`config.mk`:
```
export PLATFORM = sky130hd
export DESIGN_NAME = clause_out_scanner
export DESIGN_NICKNAME = d
export VERILOG_FILES = /design/src/rtl/tm_clause_defs.sv /design/src/rtl/lsb_priority_encoder.sv /design/src/rtl/clause_out_scanner.sv
export SDC_FILE = /design/constraint.sdc
export NUM_CORES = 1
export LEC_CHECK = 0
export CELL_PAD_IN_SITES_DETAIL_PLACEMENT = 0
export CELL_PAD_IN_SITES_GLOBAL_PLACEMENT = 1
export CORE_AREA = 3 3 90 100
export CTS_CLUSTER_DIAMETER = 150
export DETAILED_ROUTE_END_ITERATION = 8
export DIE_AREA = 0 0 93 103
export GPL_ROUTABILITY_DRIVEN = 0
export PLACE_DENSITY_LB_ADDON = 0.1
export SYNTH_ARGS = -nofsm -noshare
export SYNTH_HDL_FRONTEND = slang
export SYNTH_SLANG_ARGS = --single-unit
```
`constraint.sdc`:
```
create_clock -name clk -period 2.4 [get_ports clk]
set_input_delay 0.48 -clock clk [delete_from_list [all_inputs] [get_ports clk]]
set_output_delay 0.48 -clock clk [all_outputs]
set_load 0.01 [all_outputs]
```
`src/rtl/tm_clause_defs.sv`:
```
// tm_clause_defs: shared clause-bank geometry and sequencer state encodings
package tm_clause_defs;
  localparam int CLAUSE_CHUNKS = 63;
  localparam int REG_WIDTH = 32;
  localparam int ADDR_W = 6;
  localparam int POS_W = 5;
  localparam int CNT_W = 11;
  typedef enum logic [2:0] {IDLE, REQ, LOAD, SCAN, DONE} state_t;
endpackage

```
`src/rtl/lsb_priority_encoder.sv`:
```
// lsb_priority_encoder: index of the lowest set bit of a word, plus any-bit flag
module lsb_priority_encoder #(
  parameter int WIDTH = 32,
  parameter int IDX_W = $clog2(WIDTH)
) (
  input  logic [WIDTH-1:0] in,
  output logic [IDX_W-1:0] idx,
  output logic             any
);
  always_comb begin
    idx = '0;
    for (int i = WIDTH - 1; i >= 0; i--) idx = in[i] ? IDX_W'(i) : idx;
  end
  assign any = |in;
endmodule

```
`src/rtl/clause_out_scanner.sv`:
```
// clause_out_scanner: walks the clause bank and streams (chunk, pos) of every set bit
module clause_out_scanner
  import tm_clause_defs::*;
(
  input  logic                 clk,
  input  logic                 rst_flag,
  input  logic                 start,
  output logic                 rd_mode,
  output logic [ADDR_W-1:0]    rd_addr,
  input  logic [REG_WIDTH-1:0] rd_data,
  output logic                 out_valid,
  input  logic                 out_ready,
  output logic [ADDR_W-1:0]    out_chunk,
  output logic [POS_W-1:0]     out_pos,
  output logic                 busy,
  output logic                 done,
  output logic [CNT_W-1:0]     set_count
);
  state_t state, state_n;
  logic [ADDR_W-1:0] chunk_idx;
  logic [REG_WIDTH-1:0] work;
  logic any, last, fire;
  lsb_priority_encoder #(.WIDTH(REG_WIDTH), .IDX_W(POS_W)) u_enc (
    .in(work),
    .idx(out_pos),
    .any(any)
  );
  assign last = chunk_idx == ADDR_W'(CLAUSE_CHUNKS - 1);
  assign rd_mode = state == REQ;
  assign rd_addr = chunk_idx;
  assign out_valid = state == SCAN && any;
  assign out_chunk = chunk_idx;
  assign busy = state != IDLE;
  assign done = state == DONE;
  assign fire = out_valid && out_ready;
  always_comb begin
    state_n = state;
    case (state)
      IDLE: state_n = start ? REQ : IDLE;
      REQ: state_n = LOAD;
      LOAD: state_n = SCAN;
      SCAN: state_n = any ? SCAN : (last ? DONE : REQ);
      default: state_n = IDLE;
    endcase
  end
  always_ff @(posedge clk) begin
    if (rst_flag) begin
      state <= IDLE;
      chunk_idx <= '0;
      work <= '0;
      set_count <= '0;
    end else begin
      state <= state_n;
      if (state == IDLE && start) begin
        chunk_idx <= '0;
        set_count <= '0;
      end
      if (state == LOAD) work <= rd_data;
      if (state == SCAN && !any && !last) chunk_idx <= chunk_idx + ADDR_W'(1);
      if (fire) begin
        work <= work & (work - REG_WIDTH'(1));
        set_count <= set_count + CNT_W'(1);
      end
    end
  end
endmodule

```
==> impl_metrics.yaml <==
detailed_routing:
  routedWlPerCell_um: 17.0
  drt_pre_antenna_iters: 4
  via_per_inst: 5.67
  drt-total-wl_mm: 9.80
  drt_iter0_drc: 180
  drc_errors: 0
  postRouteAntennaNets: 0
  vias: 3279
timing:
  grt_setup_unrepaired: "true"
  fin_crit_sh_pct: 98.3
  finalSetupViolations: 0
  fin_crit_ps: 2360
  finalHoldViolCount: 0
  slew_headroom_pct: 39.8
  clock.fmax_mhz: 424
  skew_ps: 8.51
  drv_slew: 0
  finalSetupTns_ps: 0
  worst_pin_slew_ps: 900
floorplanning:
  die_y_um: 103
  die-area_mm2: 0.00958
  rows: 34
  fp.dieW_um: 93
  start_util_pct: 36.9
  core_mm2: 0.00800
  io-pin-count: 68
power_and_ir_drop:
  swShare_pct: 34.5
  ir_drop_uv: 251
  power.switching_uw: 835
  p_int_uw: 1590
  powerDensity_mw_per_mm2: 567
  seq_power_share_pct: 39.8
  leakagePower_uw: 0.00161
  clockPowerShare_pct: 21.8
  p_comb_share_pct: 38.5
synth:
  yosysWarnings: 0
  netlist-cell-type-count: 55
  synth_area_leaders: "dfxtp_1 (35%), nand2_1 (5.0%), a21oi_1 (4.6%), nand3_1 (4.2%), nor2_1 (3.9%)"
  synth_top_area_cell: "dfxtp_1"
  synth_top_area_share_pct: 35.3
  synth-main-ff-cell: "dfxtp_1"
  seq_area_frac_synth_pct: 35.3
  syn_area_per_cell_um2: 7.95
  postSynthCellCount: 371
  syn-cell-area_mm2: 0.00295
  syn_nets: 410
  synth_edf_count: 0
  ys_ff_latch: 52
  ys_async_sr_fraction_pct: 0
cts:
  htreeDepth: 2
  cts-root-buf: "clkbuf_8"
  ctsHoldBuffers: 0
  clkSlewWorstSetupHoldPaths_ps: 100
  clk_latency_ps: 310
  cts_tree: "done"
  clock_path_buffers: 2
  cts.sinks: 52
  cts_buffers: 5
setup_path:
  worstSetupStartpointType: "flop"
  worst_setup_path_end_kind: "flop"
  critPathRequiredTime_ps: 2620
  cp_data_arrival_time_ps: 2570
  worstPathMaxFanout: 5
  worst-setup-path-type: "reg2reg"
global_routing:
  overflow: 0
  grt_first_pass_wirelength_mm: 15.5
  grt_pass1_vias: 3148
  grt_start_max_net_pins: 22
  antenna_found_initial: 0
  grt_util_all_layers_pct: 20.3
flow_run:
  timing.max_cap.violations: 0
placed_design:
  dp_hpwl_mm: 6.88
  dpl.cell_count: 560
  portBuffers: 67
final_layout:
  final_cell_mix: "clkdlybuf4s50_1 (60), buf_4 (53), dfxtp_1 (45)"
  final_util_pct: 53.4
  layout_commonest_cell: "clkdlybuf4s50_1"
  final_cells: 578
  fillers: 790
  nets: 508
  area_growth_pct: 44.7
  drive_above_1_share_pct: 22.8
  antenna_cells: 0
hold_path:
  hold_class: "reg2reg"
outcome:
  status: "finished clean"
==> sequential cells by signal, summed over array words and instances, names as in the netlist <==
register,cells
out_chunk,6
set_count,11
state,3
work,32
==> worst max-delay path, stage by stage (launching register included) <==
cell,delay [ps]
dfxtp_1,370
or4_4,600
nor4_4,380
o311ai_4,160
or4_1,490
a32o_1,270
==> path summary, 6_finish.rpt <==
check                    start  slack [ps]  cells past startpoint      endpoint
setup / recovery       work[1]          40                      5      work[25]
hold / removal    set_count[9]         520                      2  set_count[9]
setup reg to reg       work[1]          40                      5      work[25]
hold reg to reg   set_count[9]         520                      2  set_count[9]
==> Yosys cell counts, drive strengths merged, types with 4 or more instances <==
cell type and number:
dfxtp 52, nand2 39, nor2 31, a21oi 27, nand3 25, clkbuf 20, o21ai 16, or4 15
nand4 13, nor3 12, inv 11, nor4 11, a32o 10, and3 9, buf 9, o311ai 8
nor3b 6, o211ai 5, nand4b 4
==> stage by stage <==
| step | hold WS (ps) | total power, uW | cell area, um^2 | setup slack, ps |
|---|---|---|---|---|
| finish | 520 | 2420 | 4270 | 41.5 |
| global route | 555 | 2560 | 4270 | -47.6 |
| CTS | 515 | 2380 | 4170 | -31.4 |
| detailed placement | 496 | 1780 | 3940 | -378 |
| global placement | 499 | 1780 | 3940 | -352 |
| floorplan | 487 | 1390 | 2950 | 151 |
==> area by class of cell <==
cell class / instances / area [um^2] / area share (%)
tap: 108 / 135 / 3.16
timing repair buffer: 120 / 1050 / 24.6
clock buffer: 6 / 82.6 / 1.93
clock inverter: 2 / 10.0 / 0.234
inverter: 12 / 45.0 / 1.05
multi-input combinational: 278 / 1900 / 44.4
sequential: 52 / 1050 / 24.6
==> power by group through the flow <==
| stage | clock [uW] | combinational, uW | sequential, uW |
|---|---|---|---|
| CTS | 543 | 888 | 952 |
| global placement | 0 | 814 | 968 |
| global route | 577 | 1010 | 969 |
| finish | 528 | 932 | 963 |
| detailed placement | 0 | 813 | 969 |
| floorplan | 0 | 431 | 955 |
==> per-layer routing <==
layer  vias up  part of all wire [%]  GRT usage [%]
li1       1614                     -              -
met1      1546                    46           26.5
met2       105                    47           33.9
met3        14                   5.1           3.65
met4         0                   1.7           6.88
met5         -                     0              0
==> logic make-up (layout without fill, tap and decap cells) <==
family / after synthesis / in the layout / synth area share [%]
muxes: 3 / 3 / 1.06
and+or+nand+nor: 178 / 178 / 33.5
adders and majority gates: 3 / 3 / 1.27
buffers and inverters: 41 / 140 / 6.28
xor gates and xnor gates: 2 / 2 / 0.594
AOI/OAI and AO/OA: 92 / 92 / 22.1
DFF: 52 / 52 / 35.3
==> what timing repair did <==
action,CTS,global route
resized for setup,31,29
setup endpoints to repair,8,18
setup buffers,6,4
pin swaps,7,9
(Power assumes the default switching activity.)
==> RTL change (config.mk and constraints unchanged) <==
Change the package constant `POS_W` from 5 to 10.
--- a/src/rtl/tm_clause_defs.sv
+++ b/src/rtl/tm_clause_defs.sv
@@ -3,7 +3,7 @@
   localparam int CLAUSE_CHUNKS = 63;
   localparam int REG_WIDTH = 32;
   localparam int ADDR_W = 6;
-  localparam int POS_W = 5;
+  localparam int POS_W = 10;
   localparam int CNT_W = 11;
   typedef enum logic [2:0] {IDLE, REQ, LOAD, SCAN, DONE} state_t;
 endpackage
Interface: changed (resized out_pos); port bits go from 68 to 73. No check against the original RTL was run, so the function may have changed too.
==> RTL change against the original RTL <==
First-iteration DRC count decreased by 17%; die area unchanged; sequential cell count unchanged; worst setup slack got worse by 0.012 ns; sequential share of layout area about the same; sequential power decreased by 0.6%; wire length decreased by 2.6%; via count increased by 0.15%; power decreased by 0.61%; design area about the same; core utilization about the same; synthesized area increased by 1.4%; critical path type is now flip-flop to primary output; critical endpoint is now out_pos[3]; highest routed layer unchanged.
==> RTL change: results (changes against the original RTL) <==
worst vdd ir 0.000244 V (-2.8%); drt pass-1 iters 5 (+1); Min-Delay Path Class flip-flop to flip-flop; start of the worst register-to-register path work[0]$_SDFFE_PP0P_; r2r setup slk 0.05 ns; dpl cells 568 (+1.4%); Synth Warn # 0 (unchanged); worst-path fanout max 6 (+1); adder-cell share of the synthesized area 1.25% (-0.018 points); Power, Total 0.00241 W (-0.61%); final wirelength 9.54 mm (-2.6%); Post-Syn Instances 377 (+1.6%); ranking of synthesized cells by area dfxtp_1 (35%), nand2_1 (4.9%), a21oi_1 (4.5%), nand3_1 (4.2%), nor2_1 (3.9%); fillers 814 (+3.0%); pre-CTS worst setup slack -0.344 ns (+0.0346 ns); Iter 0 DRT Violations 150 (-17%); M1 GR Usage 27.4% (+0.92 points); Yosys cell types 56 (+1.8%); postcts setup bufs 3 (-3); first-pass GRT wire length 15.5 mm (+0.13%); largest net degree at the start of global routing 23 (+4.5%); sequential element share of the synthesized area 34.8% (-0.49 points); Crit Reg-Reg Endpoint work[30]$_SDFFE_PP0P_; Nets 513 (+0.98%); met2 usage 33.4% (-0.50 points); Routed WL per cell 16.4 um (-3.5%); Switch Pwr 0.000813 W (-2.7%); vias 3,284 (+0.15%); share of post-route cells with drive strength above 1 21.3% (-1.5 points); Worst Hold Launch set_count[9]$_SDFFE_PP0P_; portion of netlist area occupied by mux cells 1.05% (-0.015 points); most frequent cells after synthesis dfxtp_1 (52), nand2_1 (39), nor2_1 (31); skew final 0.00457 ns (-0.00394 ns); Compound-Gate Fraction of Synth Area 21.7% (-0.30 points); xor/xnor share of the synthesized area 0.586% (-0.0082 points); GRT met3 Usage 3.58% (-0.073 points); Critical path origin work[19]$_SDFFE_PP0P_; Clock Power Share 21.5% (-0.3 points); Leak 1.63 nW (+1.3%); Arr. time, crit path 1.89 ns (-0.68 ns); outcome completed; Overall Global Routing Usage 20.2% (about the same); vias in the first global route 3,105 (-1.4%); post-cts sizing count 29 (-6.5%); HPWL Detailed 7.05 mm (+2.4%)
-- RTL change: changes by cell type in the layout (fill, tap and decap cells not counted), sizes merged --
cell	unedited run	this run
clkinv	3	1
conb	0	5
clkbuf	7	10
buf	55	54
dlygate4sd2	3	1
clkdlybuf4s15	1	2
dlymetal6s2s	0	1
-- RTL change: routing by layer --
| metal | vias up | part of all wire, % |
|---|---|---|
| met2 | 124 | 46 |
| met4 | 0 | 1.4 |
| met3 | 12 | 6.4 |
| met1 | 1530 | 46 |
| met5 | - | 0 |
| li1 | 1618 | - |
-- RTL change: final cells by class --
| cell class | count | area share, % |
|---|---|---|
| Sequential cell | 52 | 24.6 |
| Clock buffer | 8 | 2.11 |
| Inverter | 12 | 1.06 |
| Timing Repair Buffer | 120 | 25.0 |
| Multi-Input combinational cell | 283 | 44.0 |
| Tap cell | 108 | 3.17 |
-- RTL change: critical path: stages (launching register included) --
cell and delay [ns]:
dfxtp_1 0.33, or4_4 0.58, nor2_1 0.16, nand2_1 0.11
a31oi_2 0.17, clkdlybuf4s15_2 0.25
-- RTL change: how the worst max path moves through the flow --
stage	endpoint	slack (ns)	depth (start not counted)
global placement	work[25]$_SDFFE_PP0P_	-0.31	6
detailed placement	work[25]$_SDFFE_PP0P_	-0.34	6
finish	out_pos[3]	0.03	5
floorplan	work[25]$_SDFFE_PP0P_	0.15	5
CTS	out_pos[2]	-0.05	7
global route	out_pos[2]	-0.11	7
-- RTL change: metrics by stage --
step           hold WS (ns)  setup TNS (ns)  cell area, um^2
6_report              0.516               0             4270
5_1_grt               0.548          -0.169             4270
3_5_place_dp          0.511          -0.835             4000
3_3_place_gp          0.499          -0.806             4000
2_1_floorplan         0.487               0             3010
4_1_cts               0.528         -0.0474             4190
